--- src/rtl/cart_mem_responder_pkg.sv ---
// Shared types and defaults for the cartridge memory responder.
// The state enum and default parameter values live here so the top and any other users agree on them.
package cart_mem_responder_pkg;

    typedef enum logic [1:0] {
        IDLE,
        HIT,
        REQ,
        HOLD
    } cart_mem_state_t;

    localparam logic [24:0] CART_SRAM_BASE   = 25'h1F00000;
    localparam int          CART_MEM_TIMEOUT = 63;

endpackage

--- src/rtl/cart_mem_responder_cache1.sv ---
// Single-entry read cache: one tag/data pair with a valid bit.
// Invalidation always wins over a fill or a write-update arriving in the same cycle.
module cart_mem_cache1 #(
    parameter int ADDR_W = 25
) (
    input  logic              clk,
    input  logic              reset,
    input  logic [ADDR_W-1:0] lookup_addr,
    output logic              hit,
    output logic [7:0]        rd_data,
    input  logic              fill_en,
    input  logic [ADDR_W-1:0] fill_addr,
    input  logic [7:0]        fill_data,
    input  logic              upd_en,
    input  logic [ADDR_W-1:0] upd_addr,
    input  logic [7:0]        upd_data,
    input  logic              inval
);

    logic              valid_reg;
    logic [ADDR_W-1:0] tag_reg;
    logic [7:0]        data_reg;

    assign hit     = valid_reg && (tag_reg == lookup_addr);
    assign rd_data = data_reg;

    always_ff @(posedge clk) begin
        if (reset) begin
            valid_reg <= 1'b0;
            tag_reg   <= '0;
            data_reg  <= 8'h00;
        end else if (inval) begin
            valid_reg <= 1'b0;
        end else if (fill_en) begin
            valid_reg <= 1'b1;
            tag_reg   <= fill_addr;
            data_reg  <= fill_data;
        end else if (upd_en && valid_reg && (tag_reg == upd_addr)) begin
            data_reg  <= upd_data;
        end
    end

endmodule

--- src/rtl/cart_mem_responder.sv ---
// Turns Z80 cartridge accesses into req/ack transactions on the ROM/SRAM memory port,
// stalling the CPU via WAIT until data returns; reads are served from a 1-entry cache when possible.
module cart_mem_responder
    import cart_mem_responder_pkg::*;
#(
    parameter int                ADDR_W    = 25,
    parameter logic [ADDR_W-1:0] SRAM_BASE = CART_SRAM_BASE,
    parameter int                SRAM_AW   = 17,
    parameter int                TIMEOUT   = CART_MEM_TIMEOUT
) (
    input  logic              clk,
    input  logic              reset,
    input  logic              rd,
    input  logic              wr,
    input  logic              mreq,
    input  logic              en,
    input  logic [ADDR_W-1:0] mem_addr,
    input  logic              sram_oe,
    input  logic              sram_we,
    input  logic [7:0]        d_from_cpu,
    output logic [7:0]        d_to_cpu,
    output logic              data_oe,
    output logic              wait_n,
    output logic              ram_req,
    output logic              ram_we,
    output logic [ADDR_W-1:0] ram_addr,
    output logic [7:0]        ram_din,
    input  logic              ram_ack,
    input  logic [7:0]        ram_dout,
    input  logic              cache_inval
);

    localparam int CNT_W = $clog2(TIMEOUT + 1);

    cart_mem_state_t   state_reg, state_next;
    logic [CNT_W-1:0]  cnt_reg, cnt_next;
    logic [7:0]        d_to_cpu_reg, d_to_cpu_next;
    logic              data_oe_reg, data_oe_next;
    logic              wait_n_reg, wait_n_next;
    logic              ram_req_reg, ram_req_next;
    logic              ram_we_reg, ram_we_next;
    logic [ADDR_W-1:0] ram_addr_reg, ram_addr_next;
    logic [7:0]        ram_din_reg, ram_din_next;
    logic              is_read_reg, is_read_next;
    logic              act_prev_reg;

    logic              act;
    logic              start;
    logic [ADDR_W-1:0] ea;
    logic              cache_hit;
    logic [7:0]        cache_data;
    logic              fill_en;
    logic              upd_en;
    logic              tmo_inval;

    assign act   = (rd | wr) & mreq & en;
    assign start = act & ~act_prev_reg;

    // SRAM accesses are relocated into the backup-SRAM window; ROM addresses pass through untouched
    assign ea = (sram_oe | sram_we)
              ? SRAM_BASE + {{(ADDR_W-SRAM_AW){1'b0}}, mem_addr[SRAM_AW-1:0]}
              : mem_addr;

    cart_mem_cache1 #(
        .ADDR_W (ADDR_W)
    ) u_cache (
        .clk         (clk),
        .reset       (reset),
        .lookup_addr (ea),
        .hit         (cache_hit),
        .rd_data     (cache_data),
        .fill_en     (fill_en),
        .fill_addr   (ram_addr_reg),
        .fill_data   (ram_dout),
        .upd_en      (upd_en),
        .upd_addr    (ram_addr_reg),
        .upd_data    (ram_din_reg),
        .inval       (cache_inval | tmo_inval)
    );

    always_comb begin
        state_next    = state_reg;
        cnt_next      = cnt_reg;
        d_to_cpu_next = d_to_cpu_reg;
        data_oe_next  = data_oe_reg;
        wait_n_next   = wait_n_reg;
        ram_req_next  = ram_req_reg;
        ram_we_next   = ram_we_reg;
        ram_addr_next = ram_addr_reg;
        ram_din_next  = ram_din_reg;
        is_read_next  = is_read_reg;
        fill_en       = 1'b0;
        upd_en        = 1'b0;
        tmo_inval     = 1'b0;

        unique case (state_reg)
            IDLE: begin
                if (start && !wr && cache_hit) begin
                    state_next    = HIT;
                    data_oe_next  = 1'b1;
                    d_to_cpu_next = cache_data;
                end else if (start && (!wr || sram_we)) begin
                    // read miss or SRAM write; ROM writes fall through and are dropped
                    state_next    = REQ;
                    wait_n_next   = 1'b0;
                    ram_req_next  = 1'b1;
                    ram_we_next   = wr;
                    ram_addr_next = ea;
                    ram_din_next  = d_from_cpu;
                    is_read_next  = !wr;
                    cnt_next      = '0;
                end
            end

            REQ: begin
                if (ram_ack) begin
                    state_next   = HOLD;
                    ram_req_next = 1'b0;
                    wait_n_next  = 1'b1;
                    if (is_read_reg) begin
                        d_to_cpu_next = ram_dout;
                        data_oe_next  = 1'b1;
                        fill_en       = 1'b1;
                    end else begin
                        upd_en = 1'b1;
                    end
                end else if (cnt_reg == CNT_W'(TIMEOUT)) begin
                    // forced completion: the CPU sees open-bus data, the cache keeps nothing stale
                    state_next    = HOLD;
                    ram_req_next  = 1'b0;
                    wait_n_next   = 1'b1;
                    d_to_cpu_next = 8'hFF;
                    data_oe_next  = rd;
                    tmo_inval     = !is_read_reg;
                end else begin
                    cnt_next = cnt_reg + CNT_W'(1);
                end
            end

            HIT, HOLD: begin
                if (!act) begin
                    state_next    = IDLE;
                    data_oe_next  = 1'b0;
                    d_to_cpu_next = 8'hFF;
                end
            end

            default: state_next = IDLE;
        endcase
    end

    always_ff @(posedge clk) begin
        if (reset) begin
            state_reg    <= IDLE;
            cnt_reg      <= '0;
            d_to_cpu_reg <= 8'hFF;
            data_oe_reg  <= 1'b0;
            wait_n_reg   <= 1'b1;
            ram_req_reg  <= 1'b0;
            ram_we_reg   <= 1'b0;
            ram_addr_reg <= '0;
            ram_din_reg  <= 8'h00;
            is_read_reg  <= 1'b0;
            act_prev_reg <= 1'b0;
        end else begin
            state_reg    <= state_next;
            cnt_reg      <= cnt_next;
            d_to_cpu_reg <= d_to_cpu_next;
            data_oe_reg  <= data_oe_next;
            wait_n_reg   <= wait_n_next;
            ram_req_reg  <= ram_req_next;
            ram_we_reg   <= ram_we_next;
            ram_addr_reg <= ram_addr_next;
            ram_din_reg  <= ram_din_next;
            is_read_reg  <= is_read_next;
            act_prev_reg <= act;
        end
    end

    assign d_to_cpu = d_to_cpu_reg;
    assign data_oe  = data_oe_reg;
    assign wait_n   = wait_n_reg;
    assign ram_req  = ram_req_reg;
    assign ram_we   = ram_we_reg;
    assign ram_addr = ram_addr_reg;
    assign ram_din  = ram_din_reg;

endmodule

--- config.mk ---
export PLATFORM = sky130hd
export DESIGN_NAME = cart_mem_responder
export DESIGN_NICKNAME = d
export VERILOG_FILES = /design/src/rtl/cart_mem_responder_pkg.sv /design/src/rtl/cart_mem_responder_cache1.sv /design/src/rtl/cart_mem_responder.sv
export SDC_FILE = /design/constraint.sdc
export NUM_CORES = 1
export LEC_CHECK = 0
export ABC_AREA = 1
export CORE_ASPECT_RATIO = 0.9
export CORE_MARGIN = 2
export CORE_UTILIZATION = 55
export CTS_BUF_LIST = sky130_fd_sc_hd__clkbuf_8 sky130_fd_sc_hd__clkbuf_16
export DETAILED_ROUTE_END_ITERATION = 7
export PLACE_DENSITY = 0.85
export SETUP_SLACK_MARGIN = 0.05
export SKIP_LAST_GASP = 1
export SYNTH_ARGS = -nofsm -noshare
export SYNTH_HDL_FRONTEND = slang
export SYNTH_SLANG_ARGS = --single-unit
--- constraint.sdc ---
create_clock -name clk -period 4.5 [get_ports clk]
set_input_delay 0.45 -clock clk [delete_from_list [all_inputs] [get_ports clk]]
set_output_delay 0.45 -clock clk [all_outputs]
set_load 0.005 [all_outputs]
======== Yosys cells after proc, flatten, opt, wreduce, memory -nomap -nowiden ========
Cells that the tools add are included.
storage, ports and cells
  bits in registers ....................... 89
  latch bits .............................. 0
  RAM bits ................................ 0
  memory bits (read-only) ................. 0
  input port bits ......................... 51
  output and inout bits ................... 45
  word-level logic and storage cells ...... 106
  memories kept ........................... 0
operators by class
  add/sub/neg operators ................... 2
  multipliers ............................. 0
  div/mod/pow operators ................... 0
  magnitude comparators ................... 0
  equality and inequality tests ........... 15
  shift-type cells ........................ 0
  mux-type cells .......................... 45
  bitwise logic cells ..................... 9
  reduce and logical (&&, ||, !) cells .... 21
operators with widths
  kind                                                              number
  8-bit two-way mux                                                 7
  25-bit == test                                                    2
  25-bit two-way mux                                                1
  6-bit two-way mux                                                 4
  8-bit case mux with 3 select lines                                1
  21-bit by 18-bit adder with 22-bit output (first input constant)  1
  1-bit two-way mux                                                 22
  2-bit inequality test (second input constant)                     6
  6-bit case mux with 2 select lines                                1
  2-bit two-way mux                                                 5
  3-bit inequality test (second input constant)                     3
  4-bit AND reduction                                               2
  6-bit by 1-bit adder with 6-bit output (second input constant)    1
  6-bit == test (second input constant)                             1
  1-bit logical AND                                                 6
  2-bit case mux with 3 select lines                                1
  3-bit AND reduction                                               2
  5-bit AND reduction                                               1
  2-bit == test (second input constant)                             2
  1-bit case mux with 2 select lines                                2
  2-bit AND reduction                                               2
  2-bit nonzero test                                                2
  2-bit OR reduction                                                2
  1-bit bitwise AND                                                 3
  7 further kinds                                                   12

======== Depth between registers and ports, before layout ========
Gate-level depths: netlist of the first run.
  depth after elaboration ................. 8
  depth in mapped cells ................... 14
  mapped depth without buffers ............ 13

======== Cells and area by module ========
A second synthesis of the first run with hierarchy kept.
unflattened totals
  cell total of the unflattened synthesis .. 714
  area, all modules ....................... 4678.2 um^2
modules (own cells, without submodules)
  module              times used  cells an instance  area an instance (um^2)  seq. area each (um^2)
  cart_mem_responder  1           353                2489.9                   1101.1
  cart_mem_cache1     1           361                2188.3                   680.7

======== Least setup slack after synthesis of the first run ========
No wires, ideal clock.
  path kind ............................... input to register
  start point ............................. in sram_we
  end point ............................... reg d_to_cpu_reg[0], in the netlist d_to_cpu[0]
  setup time .............................. 0.130 ns
  arrival time ............................ 1.629 ns
  data required time ...................... 4.370 ns
  path slack .............................. 2.741 ns
  stages .................................. 11
  path buffers ............................ 1
  cells stage by stage .................... nor2_2 > buf_6 > nand2_1 > xor2_1 > o21ai_1 > nor2_2 > nand2_4 > nand2_1 > nand2_1 > nand2_1 > nand3_1
on the way
  cells in the longest elaborated chain, start to end .. 7
ends and longest elaborated chain
  element                                 line                             RTL
  start, declared                         cart_mem_responder.sv:19         input logic sram_we,
  1-bit OR                                cart_mem_responder.sv:60         assign ea = (sram_oe | sram_we)
  25-bit two-way mux                      cart_mem_responder.sv:61         ? SRAM_BASE + {{(ADDR_W-SRAM_AW){1'b0}}, mem_addr[SRAM_AW-1:0]}
  25-bit == test                          cart_mem_responder_cache1.sv:24  assign hit = valid_reg && (tag_reg == lookup_addr);
  1-bit logical AND                       cart_mem_responder_cache1.sv:24
  1-bit logical AND                       cart_mem_responder.sv:98         if (start && !wr && cache_hit) begin
  2-bit inequality test (no source line)  n/a
  4-bit AND reduction (no source line)    n/a
  end signal, assigned                    cart_mem_responder.sv:168        d_to_cpu_reg <= d_to_cpu_next;
  end, declared                           cart_mem_responder.sv:37         logic [7:0] d_to_cpu_reg, d_to_cpu_next;
Every way passes these cells.
A chain may end at the register's enable or synchronous reset.

======== Final worst setup path of the first run ========
  start point ............................. in sram_we
  end point ............................... reg d_to_cpu_reg[3], in the netlist d_to_cpu[3]
Same word-level chain as after synthesis.

==> metrics.txt, run 1 <==
syn nets=750; fin crit period=~2.7 ns; Fmax=about 360 MHz; placed cell count=867; Power Total=1.84 mW; combinational share of power=16.2%; die area=9120 µm²; vias in the first global route=4426; worst-path maximum fanout=12; RSZ-0062 raised after global routing=false; Detailed Route WL=around 12000 µm; Hold/Removal Path Class=flop to flop; final setup fails=0; Inserted Clock Buffers=9; clock slew at reported path FFs=~0.1 ns; Synth Instances=~700; total core area=about 8000 µm²; GRT met1 Usage=between 30% and 40%; Worst Clk Skew=between 0.01 and 0.015 ns; critical-path cell list=clkdlybuf4s50_1 > nor2_2 > nand2_1 > nand2_1 > nand2_1 > nor2_1 > nand2_1 > nor2_4 > nand2_4 > nand2_1 > nand2_1 > nand2_1 > nand3_1; Clk Latency, worst-skew pair=0.36 ns; most used routing layer=met2; drt first pass iters=5; Die H=90.8 µm; outcome=finished, final reports clean; GRT Util Overall=26.8%; initial antenna violation count=0; pwr dens=319 nW/µm²; CP most frequent cell=nand2_1; Switching Fraction=a little over a quarter; Switch Pwr=just under 0.5 mW; Peak VDD IR=0.000227 V; Nets=around 830; Rows=31; Fill cells=approximately 690; CTS Buffer Depth=2; io pins=96; P&R area growth vs syn=25.1%; Slowest cell on crit path=clkdlybuf4s50_1; Netlist cell types=33; setup bufs post-CTS=0; Worst setup EP type=flop; Slew @ Worst Pin=roughly 0.8 ns; # clock sinks=89; CP peak stage delay=approximately 0.49 ns; Crit Path Class=primary input to flop; Starting Density=~57%; GRT met2 Usage=a little under half; Internal Power=roughly 1.3 mW; setup TNS=0 ns; Seq cells post-synth=just under 90; post-cts sizing count=0; largest net degree at the start of global routing=54; maxcap violations=0; sequential area share after synthesis=between 30% and 40%; GRT overflow=0; Critical Path RT=roughly 4.7 ns; Slew headroom=a little under half; die width=between 100 and 150 µm; P_leak=2.39 nW; per-cell routed wire length=13.8 µm; CP arrival=2.99 ns; Hold Fails Final Rpt=0; Period Utilization, post-route=61.1%; met3 Track Usage GR=between 5 and 6%; Post-DRT Antenna Nets=0; share of post-route cells with drive strength above 1=5.87%; port bufs=95; hpwl dp=approximately 8600 µm; Clock Power Share=a little under two fifths; startpoint types=primary input; Post-Syn Area per Cell=roughly 6.6 µm²; Vias=between 4000 and 5000; Layout Cells excl Fill=883; Yosys warnings=0; Starting DRT DRC Count=306; max-slew violations=0; H-tree lvl count=3; DR vias/cell=between 5 and 6; # DRC=0; Sequential Power Share=46.6%; hold_buf cts=0; global-route wire length before repair=approximately 20000 µm; GP Congestion=0.868; commonest non-fill, non-tap cell in the layout=nand2_1; clock root buffer=clkbuf_8; # diodes=0; Synth Cell Area=~4600 µm²; CTS tree=yes; most frequent cells in the layout=nand2_1 (174), nor2_1 (125), clkdlybuf4s50_1 (95)
-- power by group through the flow --
| stage | registers (mW) | clock network [mW] | logic, mW |
|---|---|---|---|
| after floorplan | 0.871 | 0 | 0.161 |
| after global placement | 0.874 | 0 | 0.285 |
| after detailed placement | 0.875 | 0 | 0.293 |
| after CTS | 0.857 | 0.685 | 0.296 |
| after global routing | 0.864 | 0.716 | 0.330 |
| final | 0.858 | 0.684 | 0.298 |
-- kinds of logic after synthesis --
logic type                 count (synthesis)  synth area share, %
DFF                                       89                 38.7
xor gates and xnor gates                   9                 1.71
adders and majority gates                  1                0.272
buffers and inverters                    106                 10.4
and+or+nand+nor                          376                 35.3
AOI/OAI and AO/OA                        117                 13.6
-- cell usage after synthesis (all sizes together) --
master	n	area share, %
o21ai	67	7.3
o22ai	9	1.2
ha	1	0.27
a21oi	39	4.3
xor2	2	0.38
nand2	181	16
nand4	9	1.2
nor2	132	11
or2	4	0.54
a41oi	1	0.60
xnor2	7	1.3
a31o	1	0.19
dfxtp	89	39
nand3	31	3.5
clkinv	1	0.081
buf	16	3.0
clkbuf	10	0.82
nor3	3	0.33
nand3b	16	2.6
inv	79	6.5
-- layout make-up --
cell class	count	area (µm²)	share of cell area (%)
multi-input cells	503	2340	40.7
flip-flops and latches	89	1780	30.9
repair buffers	96	958	16.6
inverters	80	303	5.26
clock buffers	9	124	2.15
clock inverters	7	124	2.15
well taps	99	124	2.15
-- per-layer routing --
metal	routed length, µm	part of all wire, %
met1	5390	44
met2	5720	47
met3	898	7.4
met4	193	1.6
met5	0	0
-- metrics by stage --
| stage | area, µm² | setup WS (ns) | util, % | hold slack (ns) |
|---|---|---|---|---|
| 2_1_floorplan | 4600 | 2.74 | - | 0.433 |
| 3_3_place_gp | 5510 | 1.51 | 68.3 | 0.446 |
| 3_5_place_dp | 5510 | 1.40 | 68.3 | 0.443 |
| 4_1_cts | 5760 | 1.76 | 71.4 | 0.467 |
| 5_1_grt | 5760 | 1.42 | 71.4 | 0.480 |
| 6_report | 5760 | 1.75 | 71.4 | 0.467 |
-- worst max-delay path: cells and delay by family --
family	cells	cell delay (ns)
buffers and inverters	1	0.49
AND/OR/NAND/NOR	12	2.04
-- worst paths after layout --
path               start           to  slack [ns]  depth (start not counted)
max reg2reg   cnt_reg[0]  d_to_cpu[3]        1.85                         10
min          is_read_reg  is_read_reg        0.47                          2
max              sram_we  d_to_cpu[3]        1.75                         13
min reg2reg  is_read_reg  is_read_reg        0.47                          2
Power figures use the tool's default switching activity.
==> run 2: changes to the inputs <==
- CORE_UTILIZATION: 55 -> 51
- PLACE_DENSITY: 0.85 -> 0.8
- clock period: 4.5 -> 2.7 ns (I/O delays scaled with it)
==> run 2 against run 1 <==
Die area grew 7.5%. Combinational power grew 69%. Worst hold slack gained 0.0038 ns. Clock power grew 44%. Sequential power grew 67%. Routed wire length grew 0.11%. Non-clock buffer count grew 7. Flip-flop and latch count is the same. Register-to-register slack lost 1.2 ns.
==> metrics.txt, run 2 (same netlist as run 1, synthesis figures left out) <==
vias in the first global route=around 4400; Die H=94.1 µm; Slowest cell on crit path=clkdlybuf4s50_1; die width=between 100 and 150 µm; footprint of the multi-input gates=between 2000 and 2500 µm²; Period Utilization, post-route=84.1%; fin crit period=2.27 ns; Slew @ Worst Pin=between 0.5 and 0.6 ns; CP arrival=2.57 ns; Critical Path RT=about 3 ns; # clock sinks=slightly below 90; Peak VDD IR=around 0.00023 V; largest net degree at the start of global routing=50; GRT Util Overall=roughly 25%; Reg area=about 1800 µm²; pre-CTS setup slack=around 0.074 ns; GRT met1 Usage=roughly a third; commonest non-fill, non-tap cell in the layout=nand2_1; Starting Density=a little over half; Vias=between 4000 and 5000; GRT met2 Usage=41.7%; outcome=finished, final reports clean; port bufs=95; met3 Track Usage GR=about 6.4%; Fmax=440 MHz; Switching Fraction=around 29%; RSZ-0062 raised after global routing=false; setup bufs post-CTS=0; Sequential Power Share=between 40% and 50%; startpoint types=primary input; io pins=96; setup TNS=0 ns; P&R area growth vs syn=26.2%; CP peak stage delay=0.48 ns; CTS Buffer Depth=2; Post-DRT Antenna Nets=0; Worst Path Buf+Inv=3; H-tree lvl count=3; Hold Fails Final Rpt=0; Nets=between 800 and 900; Clk Latency, worst-skew pair=about 0.37 ns; R2R Setup Slk=approximately 0.61 ns; Fill cells=770; per-cell routed wire length=between 10 and 15 µm; CTS tree=yes; global-route wire length before repair=20000 µm; post-cts sizing count=0; max-slew violations=0; Power Total=between 2 and 3 mW; clock slew at reported path FFs=around 0.10 ns; design area=around 5800 µm²; Detailed Route WL=between 10000 and 15000 µm; worst-path maximum fanout=34; most used routing layer=met2; P_leak=2.41 nW; die area=9800 µm²; initial antenna violation count=0; final setup fails=0; GP Congestion=0.864; Area after DPL=between 5000 and 6000 µm²; Inserted Clock Buffers=9; Worst setup EP type=flop; Internal Power=2.08 mW; Worst Clk Skew=0.0120 ns; CP most frequent cell=nor2_1; hpwl dp=8940 µm; Crit Path Class=primary input to flop; CP top delay family=simple AND/OR/NAND/NOR gates; setup ws final=0.429 ns; combinational share of power=between 10% and 20%; Starting DRT DRC Count=around 300; clock root buffer=clkbuf_8; share of post-route cells with drive strength above 1=under 10%; pwr dens=~500 nW/µm²; hold_buf cts=0; # DRC=0; Rows=32; Hold/Removal Path Class=flop to flop; Switch Pwr=0.841 mW; Slew headroom=between 60 and 70%; DR vias/cell=around 5.2; critical-path cell list=clkdlybuf4s50_1 > nor2_2 > nand2_1 > inv_1 > nor2_1 > o21ai_1 > nor2_2 > nand2_4 > nand2_8 > inv_4 > nor2_1 > nor2_1; maxcap violations=0; GRT overflow=0; # diodes=0; most frequent cells in the layout=nand2_1 (174), nor2_1 (125), clkdlybuf4s50_1 (95); drt first pass iters=6; Clock Power Share=33.7%; total core area=slightly below 9000 µm²
-- run 2: through the flow --
| stage | hold slack (ns) | std cells | util [%] |
|---|---|---|---|
| 2_1_floorplan | 0.339 | 698 | - |
| 3_3_place_gp | 0.444 | 894 | 64.5 |
| 3_5_place_dp | 0.453 | 894 | 64.5 |
| 4_1_cts | 0.471 | 910 | 66.9 |
| 5_1_grt | 0.493 | 910 | 66.9 |
| 6_report | 0.471 | 910 | 66.9 |
-- run 2: area by class of cell --
type                    count  share of cell area, %
clock buffers               9                   2.13
clock inverters             7                   1.49
inverters                  80                   5.21
multi-input cells         503                   40.3
flip-flops and latches     89                   30.7
well taps                 119                   2.56
repair buffers            103                   17.6
-- run 2: worst register-to-register path, delay by kind of cell, from the launching register on --
kind	cells	cell delay [ns]
buffers and inverters	1	0.19
and+or+nand+nor	8	1.06
AOI/OAI and AO/OA	1	0.12
DFF	1	0.39
adders and majority gates	1	0.23
-- run 2: power groups by stage --
stage	sequential (mW)	clock, mW	combinational [mW]
6_report	1.43	0.984	0.503
5_1_grt	1.44	1.05	0.560
4_1_cts	1.43	0.998	0.502
3_5_place_dp	1.46	0	0.499
3_3_place_gp	1.46	0	0.488
2_1_floorplan	1.45	0	0.268
-- run 2: worst paths after layout --
path                      end         from  depth (start not counted)
setup / recovery  ram_addr[6]      sram_we                         12
hold / removal    d_to_cpu[4]  d_to_cpu[4]                          2
setup reg to reg  d_to_cpu[6]   cnt_reg[0]                         11
hold reg to reg   d_to_cpu[4]  d_to_cpu[4]                          2
-- run 2: layer usage --
layer  routed length, µm  part of all wire (%)
met2                5630                    46
met5                   0                     0
met3                 975                   8.0
met1                5400                    44
met4                 212                   1.7
